File: config.mk
export PLATFORM = sky130hd
export DESIGN_NAME = fetch_pc_unit
export DESIGN_NICKNAME = d
export VERILOG_FILES = /design/src/rtl/fetch_pc_unit.sv
export SDC_FILE = /design/constraint.sdc
export NUM_CORES = 1
export LEC_CHECK = 0
export BUFFER_PORTS_ARGS = -buffer_cell sky130_fd_sc_hd__buf_2
export CAP_MARGIN = 10
export CELL_PAD_IN_SITES_DETAIL_PLACEMENT = 0
export CELL_PAD_IN_SITES_GLOBAL_PLACEMENT = 2
export CORE_MARGIN = 2
export CORE_UTILIZATION = 25
export CTS_CLUSTER_SIZE = 24
export DETAILED_ROUTE_END_ITERATION = 8
export PLACE_DENSITY_LB_ADDON = 0.1
export SLEW_MARGIN = 30
export SYNTH_ARGS = -nofsm -noshare
export SYNTH_HDL_FRONTEND = slang
export SYNTH_SLANG_ARGS = --single-unit
File: constraint.sdc
create_clock -name clk -period 6.41 [get_ports clk]
set_input_delay 1.282 -clock clk [delete_from_list [all_inputs] [get_ports clk]]
set_output_delay 1.282 -clock clk [all_outputs]
set_load 0.01 [all_outputs]
File: src/rtl/fetch_pc_unit.sv
// ---------------------------------------------------------------------------
// fetch_pc_unit
//   IF-stage program counter, next-PC selection and F/D pipeline register for
//   the 5-stage MIPS core. Delayed-branch semantics: the instruction fetched
//   while a branch/jump sits in D (the delay slot) always enters D. The only
//   exception is a not-taken branch-likely, which nullifies the slot.
//
//   Optional feature macro: BRANCH_LIKELY_EN
//     defined   -> npc_op 3'b100 is branch-likely (nullifies the slot when not taken)
//     undefined -> npc_op 3'b100 behaves as sequential; no nullify logic exists
//
// Ports
//   clk        in   1  rising-edge clock
//   reset      in   1  asynchronous, active-high reset
//   stall      in   1  hazard stall; holds PC and the F/D register
//   instr_f    in  32  IM read data at pc_f
//   pc_f       out 32  current fetch address
//   cmp_out    in   1  D-stage comparator result (1 = condition true)
//   npc_op     in   3  next-PC select: 000 seq, 001 br, 010 j/jal, 011 jr, 100 br-likely
//   imm16_d    in  16  D-stage branch offset
//   imm26_d    in  26  D-stage jump index
//   rs_data_d  in  32  forwarded GPR[rs] for jr
//   instr_d    out 32  instruction in D
//   pc_d       out 32  address of instruction in D
//   pc8_d      out 32  pc_d + 8 (jal link value)
//   redirect   out  1  next PC is not pc_f + 4 (or a slot is being nullified);
//                      meaningless while stall = 1
// ---------------------------------------------------------------------------
module fetch_pc_unit #(
    parameter logic [31:0] PC_RESET = 32'h0000_3000
) (
    input  logic        clk,
    input  logic        reset,
    input  logic        stall,
    input  logic [31:0] instr_f,
    output logic [31:0] pc_f,
    input  logic        cmp_out,
    input  logic [2:0]  npc_op,
    input  logic [15:0] imm16_d,
    input  logic [25:0] imm26_d,
    input  logic [31:0] rs_data_d,
    output logic [31:0] instr_d,
    output logic [31:0] pc_d,
    output logic [31:0] pc8_d,
    output logic        redirect
);

    localparam logic [2:0] OP_BR = 3'b001;
    localparam logic [2:0] OP_J  = 3'b010;
    localparam logic [2:0] OP_JR = 3'b011;
`ifdef BRANCH_LIKELY_EN
    localparam logic [2:0] OP_BL = 3'b100;
`endif

    logic [31:0] r_pc_f;
    logic [31:0] r_instr_d;
    logic [31:0] r_pc_d;

    logic [31:0] w_seq;
    logic [31:0] w_br_tgt;
    logic [31:0] w_jmp_tgt;
    logic [31:0] w_npc;
    logic        w_nullify;

    assign w_seq     = r_pc_f + 32'd4;
    // Branch and jump targets are relative to the branch/jump itself (in D),
    // not to the delay slot currently being fetched.
    assign w_br_tgt  = r_pc_d + 32'd4 + {{14{imm16_d[15]}}, imm16_d, 2'b00};
    assign w_jmp_tgt = {r_pc_d[31:28], imm26_d, 2'b00};

    always_comb begin
        w_npc     = w_seq;
        w_nullify = 1'b0;
        case (npc_op)
            OP_BR:   if (cmp_out) w_npc = w_br_tgt;
            OP_J:    w_npc = w_jmp_tgt;
            OP_JR:   w_npc = rs_data_d;
`ifdef BRANCH_LIKELY_EN
            OP_BL: begin
                if (cmp_out) w_npc     = w_br_tgt;
                else         w_nullify = 1'b1;
            end
`endif
            default: w_npc = w_seq;
        endcase
    end

    // A nullified slot keeps sequential fetch but still counts as a redirect.
    assign redirect = (w_npc != w_seq) | w_nullify;

    always_ff @(posedge clk or posedge reset) begin
        if (reset) begin
            r_pc_f    <= PC_RESET;
            r_instr_d <= 32'd0;
            r_pc_d    <= 32'd0;
        end else if (!stall) begin
            r_pc_f    <= w_npc;
            r_instr_d <= w_nullify ? 32'd0 : instr_f;
            r_pc_d    <= r_pc_f;
        end
    end

    assign pc_f    = r_pc_f;
    assign instr_d = r_instr_d;
    assign pc_d    = r_pc_d;
    assign pc8_d   = r_pc_d + 32'd8;

endmodule

* After elaboration in Yosys (flattened, before gate mapping)
Cells that the tools add are included.
** Word-level totals
- Word-level logic and storage cells :: 13
- Output and inout port bits :: 129
- Input bits :: 113
- Flip-flop bits (word level) :: 96
** Operators by class
- Mux-type cells :: 2
- $add $sub $neg :: 4
- Eq/ne operators :: 4
** Operators with widths (number)
- $pmux 32 s3 :: 1
- $add 32x3->32 const B :: 2
- $add 32x32->32 :: 1
- $add 32x4->32 const B :: 1
- $mux 32 :: 1
- $ne 32x32->1 :: 1
- $eq 3x2->1 const B :: 2
- $eq 3x1->1 const B :: 1

* Logic depth before layout (Yosys ltp)
- Word-level depth :: 5
- Depth in mapped cells :: 17
- Mapped depth without buffers :: 17

* Least setup slack after synthesis
Ideal clock, no wire load.
- Path type :: input -> output
- From :: input port imm16_d[1]
- To :: output port redirect
- Required time :: 5128 ps
- Slack :: 786 ps
- Cell stages on the path :: 15
- Arrival :: 4342 ps
- Path buffers :: 0
- Cell sequence :: ha_1 -> ha_1 -> inv_1 -> fa_1 -> nor2b_4 -> o31a_1 -> a41oi_2 -> nand2_2 -> a21oi_1 -> o21bai_1 -> xor2_1 -> mux2_2 -> a2111o_1 -> a2111oi_1 -> nand4_1
** Between the ends
- Cells in the longest elaborated chain, start to end :: 4
** Ends and longest elaborated chain
- from (decl) :: line 39 : input logic [15:0] imm16_d,
- $add 32x32->32 :: line 68 : assign w_br_tgt = r_pc_d + 32'd4 + {{14{imm16_d[15]}}, imm16_d, 2'b00};
- $mux 32 :: line 75 : OP_BR: if (cmp_out) w_npc = w_br_tgt;
- $pmux 32 s3 :: line 74 : case (npc_op)
- $ne 32x32->1 :: line 89 : assign redirect = (w_npc != w_seq) | w_nullify;
- to (decl) :: line 45 : output logic redirect
Every way passes these cells.

* Final worst setup path
Ends and elaborated chain as after synthesis.

==> flow_summary.ini <==
[status]
status = finished, final reports clean

[synth]
synth_edf_count = 0
synth.avg_cell_area_um2 = 8.31
synth_seq_cells = 96
ys_dominant_reg_cell = sky130_fd_sc_hd__dfrtp_1
fraction_of_registers_with_async_set_reset_pct = 100
ys_seq_area_share_pct = 26.5
synth-warning-count = 0
syn-cell-area_mm2 = 0.00908
synth.lib_cells_used.distinct = 93
postSynthCellCount = 1093
syn-num-nets = 1266

[final_layout]
filler_cell_count = 3909
multi_input_area_mm2 = 0.00634
insertedDiodeCount = 0
final_cell_mix = sky130_fd_sc_hd__buf_2, sky130_fd_sc_hd__nand2_1, sky130_fd_sc_hd__dfrtp_1
design_area_mm2 = 0.0114
layout_cells_sized_above_1_pct = 31.5
final-seq-area_mm2 = 0.00240
most_common_cell_after_layout_fill_and_taps_aside = sky130_fd_sc_hd__buf_2
fin_cells = 1806
finish.net_count = 1513
layout-area-overhead-vs-synth_pct = 25.9

[cts]
post_cts.repair.setup_buffers = 0
max-clock-path-buffers = 2
cts_root_buf = sky130_fd_sc_hd__clkbuf_16
cts_sinks = 96
number_of_buffers_created_by_cts = 9
post_cts_hold_buffer_count = 0
clk-insertion-delay-late_ps = 390
clock_tree_from_tritoncts = done
clock_tree.htree_level_count = 3
clk_pin_slew_worst_paths_ps = 90

[detailed_routing]
routed_wire_length_per_instance_um = 21.6
drc = 0
routed-via-count = 9254
detail_route.first_pass.iterations = 5
wl_um = 39000
vias_per_cell = 5.12
drtAntennaViolNets = 0
violation_count_after_the_first_detailed_route_iteration = 683

[die]
num_rows = 69
floorplan.die_area_mm2 = 0.0379
dieWidth_um = 195
core_area_mm2 = 0.0357
design.portCount = 242
floorplan.die.height_um = 195
initial_core_utilization_pct = 25.5

[worst_setup_path]
worst-path-max-fanout = 4
setup.worst_path.start_class = input port
timing.critical_path.to_type = primary output
reg2reg_slack_ps = 2710
setup.worst_path.class = in -> out
worst-endpoint-required_ps = 5130
critical_path_at_ps = 4940

[global_routing]
grt_use_total_pct = 20.5
number_of_global_route_vias_before_repair = 9226
globalRouteOverflowTotal = 0
maximum_number_of_pins_on_one_net_before_global_route_repair = 62
antenna_found_initial = 4
grt_first_pass_wirelength_um = 59100

[timing]
final-hold-violation-count = 0
worst_clock_skew_ps = 11.2
clock.fmax_ghz = 0.161
period_minus_slack_ps = 6230
final-max-slew-violation-count = 0
hold_slack_ps = 505
timing.max_slew.rel_slack_pct = 30.9
unrepaired_setup_endpoints_after_global_routing = false
final.period_utilization_pct = 97.1
setup-tns-final_ps = 0
setup_viol = 0
measured_slew_at_the_worst_slew_check_pin_ps = 1030

[run]
maxCapViolCount = 0

[power_and_ir_drop]
cellPowerDensity_mw_per_mm2 = 278
ir_drop_uv = 135
power_leakage_nw = 5.20

[placed_design]
postPlaceCellArea_mm2 = 0.0111
dp_hpwl_um = 31400
io_buffer_count = 241
finalWeightedCongestion = 0.819
post-place-cells = 1790

[worst_hold_path]
min-delay-path-class = reg -> reg
-- routing by layer --
layer  GRT usage, %  part of all wire (%)
met5              0                  0.11
met4           4.19                   1.2
met3           2.98                   4.0
met2           32.8                    46
met1           29.2                    49
-- critical path: stages --
cell	delay, ps
sky130_fd_sc_hd__buf_2	100
sky130_fd_sc_hd__ha_1	280
sky130_fd_sc_hd__ha_1	210
sky130_fd_sc_hd__inv_1	70
sky130_fd_sc_hd__fa_2	220
sky130_fd_sc_hd__buf_4	120
sky130_fd_sc_hd__nor2b_4	30
sky130_fd_sc_hd__o31a_1	340
sky130_fd_sc_hd__a41oi_2	250
sky130_fd_sc_hd__nand2_2	130
sky130_fd_sc_hd__a211o_1	320
sky130_fd_sc_hd__a21oi_4	170
sky130_fd_sc_hd__xnor2_2	110
sky130_fd_sc_hd__a31o_1	230
sky130_fd_sc_hd__a2111o_1	400
sky130_fd_sc_hd__a2111oi_2	270
sky130_fd_sc_hd__nand4_1	190
sky130_fd_sc_hd__buf_2	190
-- sequential cells by signal (all words and copies together), names as in the netlist --
name / cells
pc_d: 32
pc_f: 32
instr_d: 32
-- cell type report --
type	count	share of cell area (%)
Clock buffer	9	1.97
Inverter	28	0.941
Clock inverter	7	0.820
Tap cell	461	5.04
Timing Repair Buffer	303	14.7
Multi-Input combinational cell	902	55.5
Sequential cell	96	21.0
-- final timing paths --
kind | from | endpoint | cells after the start
worst max-delay path | imm16_d[1] | redirect | 18
worst min-delay path | instr_d[6] | instr_d[6] | 1
worst max register to register | pc_d[3] | pc_f[29] | 17
worst min register to register | instr_d[6] | instr_d[6] | 1
max in group asynchronous | reset | pc_f[16] | 3
min in group asynchronous | reset | instr_d[25] | 2
-- synthesized netlist by cell type (11+ instances only) --
| master | number | area [um^2] |
|---|---|---|
| sky130_fd_sc_hd__mux2_2 | 63 | 709 |
| sky130_fd_sc_hd__xnor2_1 | 56 | 490 |
| sky130_fd_sc_hd__nand2_1 | 118 | 443 |
| sky130_fd_sc_hd__nor3_1 | 27 | 135 |
| sky130_fd_sc_hd__a31oi_1 | 14 | 87.6 |
| sky130_fd_sc_hd__nand4_1 | 16 | 100 |
| sky130_fd_sc_hd__ha_1 | 59 | 738 |
| sky130_fd_sc_hd__and2_1 | 12 | 75.1 |
| sky130_fd_sc_hd__mux2i_1 | 19 | 190 |
| sky130_fd_sc_hd__a211oi_1 | 21 | 158 |
| sky130_fd_sc_hd__nand3_1 | 37 | 185 |
| sky130_fd_sc_hd__and3_1 | 27 | 169 |
| sky130_fd_sc_hd__a21oi_1 | 78 | 390 |
| sky130_fd_sc_hd__inv_1 | 28 | 105 |
| sky130_fd_sc_hd__o21ai_0 | 73 | 365 |
| sky130_fd_sc_hd__a21o_1 | 12 | 90.1 |
| sky130_fd_sc_hd__xor2_1 | 27 | 236 |
| sky130_fd_sc_hd__buf_2 | 11 | 55.1 |
| sky130_fd_sc_hd__nor2_1 | 77 | 289 |
| sky130_fd_sc_hd__dfrtp_1 | 94 | 2350 |
| sky130_fd_sc_hd__clkbuf_1 | 43 | 161 |
-- through the flow --
stage / setup slack, ps / total power [mW] / utilization [%]
3_3_place_gp: -115 / 2.59 / 31.0
6_report: 183 / 3.18 / 32.1
4_1_cts: 32.0 / 3.21 / 32.0
5_1_grt: 30.3 / 3.42 / 32.1
3_5_place_dp: -95.3 / 2.58 / 31.0
2_1_floorplan: 786 / 1.89 / -
-- power by group --
group          switching, mW  internal, mW
sequential             0.196         0.710
combinational          0.965         0.713
clock                  0.317         0.283
-- cell families after synthesis --
logic type                 share of synthesized area, %
adders and majority gates                          8.35
muxes                                              9.90
xor gates and xnor gates                           8.36
and+or+nand+nor                                    21.0
DFF                                                26.5
buffers and inverters                              4.33
AOI/OAI and AO/OA                                  21.6
-- what timing repair did --
action	4_1_cts	5_1_grt
gates resized for setup	3	8
pin swaps	0	11
hold endpoints to repair	0	0
endpoints found under the setup margin	1	1
(Power assumes the default switching activity.)
